[config.mk]
export PLATFORM = sky130hd
export DESIGN_NAME = quad_enc_decoder
export DESIGN_NICKNAME = d
export VERILOG_FILES = /design/src/rtl/quad_enc_pkg.sv /design/src/rtl/enc_input_filter.sv /design/src/rtl/quad_enc_decoder.sv
export SDC_FILE = /design/constraint.sdc
export NUM_CORES = 1
export LEC_CHECK = 0
export ABC_AREA = 0
export CORE_MARGIN = 3
export CORE_UTILIZATION = 54
export DETAILED_ROUTE_END_ITERATION = 8
export PLACE_DENSITY = 0.81
export SYNTH_ARGS = -nofsm -noshare
export SYNTH_HDL_FRONTEND = slang
export SYNTH_SLANG_ARGS = --single-unit
[constraint.sdc]
create_clock -name I_CLK_100MHZ -period 4.75 [get_ports I_CLK_100MHZ]
set_clock_uncertainty 0.05 [all_clocks]
set_input_delay 1.1875 -clock I_CLK_100MHZ [delete_from_list [all_inputs] [get_ports I_CLK_100MHZ]]
set_output_delay 1.1875 -clock I_CLK_100MHZ [all_outputs]
set_load 0.005 [all_outputs]
[src/rtl/quad_enc_pkg.sv]
// Shared constants and helpers for the quadrature encoder front end.
package quad_enc_pkg;

  localparam logic [1:0] ST_00 = 2'b00;
  localparam logic [1:0] ST_01 = 2'b01;
  localparam logic [1:0] ST_10 = 2'b10;
  localparam logic [1:0] ST_11 = 2'b11;

  localparam logic DIR_CW  = 1'b1;
  localparam logic DIR_CCW = 1'b0;

  typedef enum logic {
    HOLD = 1'b0,
    RUN  = 1'b1
  } fsm_t;

  typedef enum logic [1:0] {
    MV_NONE = 2'd0,
    MV_INC  = 2'd1,
    MV_DEC  = 2'd2,
    MV_ERR  = 2'd3
  } move_t;

  // Next {A,B} state when turning clockwise (A leads B).
  function automatic logic [1:0] cw_next(input logic [1:0] s);
    logic [1:0] n;
    case (s)
      ST_10:   n = ST_11;
      ST_11:   n = ST_01;
      ST_01:   n = ST_00;
      default: n = ST_10;
    endcase
    return n;
  endfunction

  // Classify the transition from prev to cur: no move, CW, CCW or both bits flipped.
  function automatic move_t classify(input logic [1:0] prev, input logic [1:0] cur);
    move_t m;
    if (cur == prev)               m = MV_NONE;
    else if (cur == cw_next(prev)) m = MV_INC;
    else if (prev == cw_next(cur)) m = MV_DEC;
    else                           m = MV_ERR;
    return m;
  endfunction

endpackage

[src/rtl/enc_input_filter.sv]
// Two-flop synchroniser followed by a stability filter: the output only
// follows the synchronised input after it has differed for FILT_LEN cycles.
module enc_input_filter #(
  parameter int FILT_LEN = 3
) (
  input  logic i_clk,
  input  logic i_rst_n,
  input  logic i_raw,
  output logic o_filt
);

  localparam int CNT_W = (FILT_LEN < 2) ? 1 : $clog2(FILT_LEN);
  localparam logic [CNT_W-1:0] CNT_LAST = CNT_W'(FILT_LEN - 1);

  logic             r_sync1;
  logic             r_sync2;
  logic             r_filt;
  logic [CNT_W-1:0] r_cnt;

  // Synchronise the raw pin, then count consecutive mismatch cycles before accepting a change.
  always_ff @(posedge i_clk) begin
    if (!i_rst_n) begin
      r_sync1 <= 1'b0;
      r_sync2 <= 1'b0;
      r_filt  <= 1'b0;
      r_cnt   <= '0;
    end else begin
      r_sync1 <= i_raw;
      r_sync2 <= r_sync1;
      if (r_sync2 == r_filt) begin
        r_cnt <= '0;
      end else if (r_cnt == CNT_LAST) begin
        r_filt <= r_sync2;
        r_cnt  <= '0;
      end else begin
        r_cnt <= r_cnt + 1'b1;
      end
    end
  end

  assign o_filt = r_filt;

endmodule

[src/rtl/quad_enc_decoder.sv]
// x4 quadrature decoder: filtered A/B/Z in, wrapping position, direction,
// step/index pulses and a sticky illegal-transition flag out.
module quad_enc_decoder
  import quad_enc_pkg::*;
#(
  parameter int CPR       = 14400,
  parameter int POS_W     = 16,
  parameter int FILT_LEN  = 3,
  parameter bit INDEX_RST = 1'b1
) (
  input  logic             I_CLK_100MHZ,
  input  logic             I_RST_N,
  input  logic             I_ENC_A,
  input  logic             I_ENC_B,
  input  logic             I_ENC_Z,
  input  logic             I_CLR,
  output logic [POS_W-1:0] O_POS,
  output logic             O_DIR,
  output logic             O_STEP,
  output logic             O_INDEX,
  output logic             O_ERR
);

  // HOLD lasts until the filters have settled on the resting state and the
  // previous-state register has captured that settled value once more.
  localparam int HOLD_W = $clog2(FILT_LEN + 3);
  localparam logic [HOLD_W-1:0] HOLD_LAST = HOLD_W'(FILT_LEN + 2);
  localparam logic [POS_W-1:0]  POS_MAX   = POS_W'(CPR - 1);

  logic [2:0]       w_raw;
  logic [2:0]       w_filt;
  logic             w_a_f;
  logic             w_b_f;
  logic             w_z_f;
  logic [1:0]       w_state;
  move_t            w_move;
  logic             w_z_rise;
  logic [POS_W-1:0] w_pos_inc;
  logic [POS_W-1:0] w_pos_dec;

  fsm_t             r_fsm;
  logic [HOLD_W-1:0] r_hold_cnt;
  logic [1:0]       r_prev_state;
  logic             r_z_prev;
  logic [POS_W-1:0] r_pos;
  logic             r_dir;
  logic             r_step;
  logic             r_index;
  logic             r_err;

  assign w_raw = {I_ENC_Z, I_ENC_B, I_ENC_A};

  genvar gi;
  generate
    for (gi = 0; gi < 3; gi++) begin : g_filt
      enc_input_filter #(
        .FILT_LEN(FILT_LEN)
      ) u_filt (
        .i_clk  (I_CLK_100MHZ),
        .i_rst_n(I_RST_N),
        .i_raw  (w_raw[gi]),
        .o_filt (w_filt[gi])
      );
    end
  endgenerate

  assign w_a_f     = w_filt[0];
  assign w_b_f     = w_filt[1];
  assign w_z_f     = w_filt[2];
  assign w_state   = {w_a_f, w_b_f};
  assign w_move    = classify(r_prev_state, w_state);
  assign w_z_rise  = w_z_f & ~r_z_prev;
  assign w_pos_inc = (r_pos == POS_MAX) ? '0 : r_pos + 1'b1;
  assign w_pos_dec = (r_pos == '0) ? POS_MAX : r_pos - 1'b1;

  // Decoder FSM with registered outputs; priority on position is clear > index reload > step.
  always_ff @(posedge I_CLK_100MHZ) begin
    if (!I_RST_N) begin
      r_fsm        <= HOLD;
      r_hold_cnt   <= '0;
      r_prev_state <= ST_00;
      r_z_prev     <= 1'b0;
      r_pos        <= '0;
      r_dir        <= DIR_CCW;
      r_step       <= 1'b0;
      r_index      <= 1'b0;
      r_err        <= 1'b0;
    end else begin
      r_prev_state <= w_state;
      r_z_prev     <= w_z_f;
      r_step       <= 1'b0;
      r_index      <= 1'b0;
      case (r_fsm)
        HOLD: begin
          if (r_hold_cnt == HOLD_LAST) r_fsm <= RUN;
          else                         r_hold_cnt <= r_hold_cnt + 1'b1;
        end
        RUN: begin
          case (w_move)
            MV_INC: begin
              r_pos  <= w_pos_inc;
              r_dir  <= DIR_CW;
              r_step <= 1'b1;
            end
            MV_DEC: begin
              r_pos  <= w_pos_dec;
              r_dir  <= DIR_CCW;
              r_step <= 1'b1;
            end
            MV_ERR:  r_err <= 1'b1;
            default: ;
          endcase
          if (w_z_rise) begin
            r_index <= 1'b1;
            if (INDEX_RST) r_pos <= '0;
          end
        end
        default: r_fsm <= HOLD;
      endcase
      if (I_CLR) begin
        r_pos <= '0;
        r_err <= 1'b0;
      end
    end
  end

  assign O_POS   = r_pos;
  assign O_DIR   = r_dir;
  assign O_STEP  = r_step;
  assign O_INDEX = r_index;
  assign O_ERR   = r_err;

endmodule

==> run summary <==
• dominant cell by count in the synthesized netlist: dfxtp_1
• Least-Margin Pin Slew: 965 ps
• aggregate negative setup slack: 0 ps
• kind of critical path: flop to flop
• overall fraction of global-route tracks in use: 0.220
• maximum fanout count along the critical path: 22
• Die Ht: 74.0 um
• Starting Density: 0.566
• root buffer selected by CTS: clkbuf_8
• endpoint required time on the critical path: 4950 ps
• maximum buffer depth of the clock tree: 2
• port buffer count: 25
• antenna diode count: 0
• critical path startpoint category: flop
• critical path endpoint category: flop
• headroom to the max-slew limit: 0.351
• Placeable Area: 4410 um^2
• register-to-register path setup slack: 1330 ps
• gate count after technology mapping: 305
• antenna violations before repair: 0
• sum of overflow across all layers after global routing: 0
• placement row count: 24
• num ports: 26
• area added between synthesis and finish: 13.9%
• number of nets in the layout: 337
• prevailing post-synth register cell: dfxtp_1
• critical path data arrival time: 3610 ps
• layout cells sized above 1: 0.0654
• setup repair after global routing missed its margin: no
• YS warnings: 0
• portion of synthesized cell area occupied by the leading cell type: 0.336
• number of max-slew violations in the final report: 0
• synthesized cell area: 2500 um^2
• Post-Synth Adder-Cell Area: 0.0551
• clock sink total: 42
• post-CTS setup buffers: 0
• time the final worst path needs with I/O delays and setup: 3420 ps
• most frequent cells after synthesis: 42 x dfxtp_1, 27 x nor2_1, 26 x nand2_1, 15 x inv_1, 15 x o21ai_0
• flops & latches, synth: 42
• CTS tree: done
• worst hold-check path type: flop to flop
• R2R depth: 10
• fraction of synthesis flops using an asynchronous set or reset pin: 0
• remaining design rule violation count: 0
• number of global-route vias before repair: 1996
• first-pass GRT wire length: 9430 um
• Avg Vias per Cell: 6.14
• maximum clock frequency: 293 MHz
• post-synthesis simple-gate area fraction: 0.276
• worst hold path depth: 1
• clock transition time at the flip-flop clock pins of the worst setup and hold paths: 90 ps
• outcome: completed
• launch instance of the worst min-delay path: g_filt[0].u_filt.r_cnt[0]
• largest family of logic cells by synthesized area: simple AND/OR/NAND/NOR gates
• complex-gate fraction of the synthesized area: 0.215
• count of TritonRoute iterations in the first routing pass: 5
• mean routed wirelength per cell: 15.5 um
• Routability Congestion: 0.927
• Syn Nets: 322
• power per standard cell area: 242 nW/um^2
• Reg2Reg Launch Point: g_filt[0].u_filt.o_filt
• antenna viol nets, final: 0
• reg-to-reg critical path endpoint: O_POS[14]
• number of violations of the max-capacitance limit: 0
• CTS buffer count: 5
• die width: 74.0 um
• Yosys cell types: 60
• maximum number of pins on one net before global-route repair: 25
• sum of internal, switching and leakage power: 0.689 mW
• worst IR drop on VDD: 158 uV
• post-CTS resize count: 0
• worst-case hold path end point: g_filt[0].u_filt.r_cnt[0]
• part of the Yosys area used for sequential elements: 0.336
• standby leakage power: 1.05 nW
• number of H-tree levels: 2
• Mapped Avg Cell Area: 8.20 um^2
• insertion delay to the later sink of the worst-skew pair: 290 ps
• violation count after the first detailed-route iteration: 277
• Period Utilization, post-route: 0.720
• final standard cell utilization of the core: 0.645
• post-synthesis mux area share: 0.0240
• count of flip-flops with a built-in enable after synthesis: 0
• synth top area cells: dfxtp_1 34%, ha_1 5.5%, nor2_1 4.1%, nand2_1 3.9%, and2_1 3.3%
• total vias in the final route: 2289
• number of hold violations in the final report: 0
• area leader, netlist: dfxtp_1
• DRT Wirelength: 5790 um
• parity-gate share of the synthesized area counting xor and xnor cells: 0.0315
• total of endpoints with negative setup slack in the final report: 0
• dpl hpwl: 4150 um
• cts-stage hold buffer count: 0
• DIE AREA: 5480 um^2
[report_power, final]
| part | internal (mW) | switching [mW] |
|---|---|---|
| clock | 0.157 | 0.126 |
| sequential | 0.360 | 0.00696 |
| combinational | 0.0191 | 0.0201 |
[cell families (layout without fill, tap and decap cells)]
family,after synthesis,count (layout)
xor+xnor,9,9
simple gates,127,127
buf+inv,35,51
compound gates,75,75
fa+ha+maj,11,11
mux,6,6
flops,42,42
[worst max-delay path, stage by stage, from the launching register on]
cell and delay, ps:
dfxtp_1 510, nor2b_1 170, o21ai_0 80, o21a_1 140, inv_1 90, ha_1 710, nor2_1 200, or4_4 620
or4_1 530, a21oi_1 150, a211o_1 110
[stage by stage]
step,hold WS (ps),area [um^2],std cells,setup WS [ps]
finish,362,2850,373,1330
global route,386,2850,373,1080
CTS,365,2850,373,1360
detailed placement,354,2740,365,1130
global placement,349,2740,365,1170
floorplan,342,2500,305,1960
[worst max-delay path by stage]
stage / startpoint / to / depth (start not counted)
after detailed placement: I_RST_N / O_POS[14] / 7
after floorplan: I_CLR / O_POS[14] / 6
after CTS: g_filt[0].u_filt.o_filt / O_POS[14] / 10
after global placement: I_RST_N / O_POS[14] / 7
after global routing: g_filt[0].u_filt.o_filt / O_POS[14] / 10
final: g_filt[0].u_filt.o_filt / O_POS[14] / 10
[state kept, by name (all words and copies together), names as in the netlist]
name                   flops
O_POS                     16
O_STEP                     1
O_INDEX                    1
g_filt.u_filt.r_sync1      3
g_filt.u_filt.o_filt       3
O_DIR                      1
O_ERR                      1
g_filt.u_filt.r_sync2      3
r_prev_state               2
g_filt.u_filt.r_cnt        6
r_z_prev                   1
r_fsm                      1
r_hold_cnt                 3
[cell usage in the layout (no fill, tap or decap), types with 5 or more instances in the layout]
cell and instances:
xor2_1 5, nor3_1 9, nor2b_1 7, a21oi_1 10, or3_1 5, o31a_1 5
clkbuf_8 5, nand2_1 26, nor2_1 27, inv_1 15, clkdlybuf4s50_1 25, nand3_1 8
mux2i_1 6, nand4_1 6, and2_1 13, ha_1 11, dfxtp_1 42, o21ai_0 15
[layer usage]
metal  global-route usage  share of wire  up-vias
met4               0.0624          0.010        0
met3               0.0446          0.088        8
met2                0.336           0.45      109
met5                    0              0        -
met1                0.314           0.45     1045
li1                     -              -     1127
[area by class of cell]
class                           count  area, um^2
Timing Repair Buffer               28         273
Clock buffer                        6        72.6
Multi-Input combinational cell    228        1500
Clock inverter                      2        37.5
Inverter                           15        56.3
Tap cell                           52        65.1
Sequential cell                    42         841
Fill cell                         375        1570
Power figures use the tool's default switching activity.
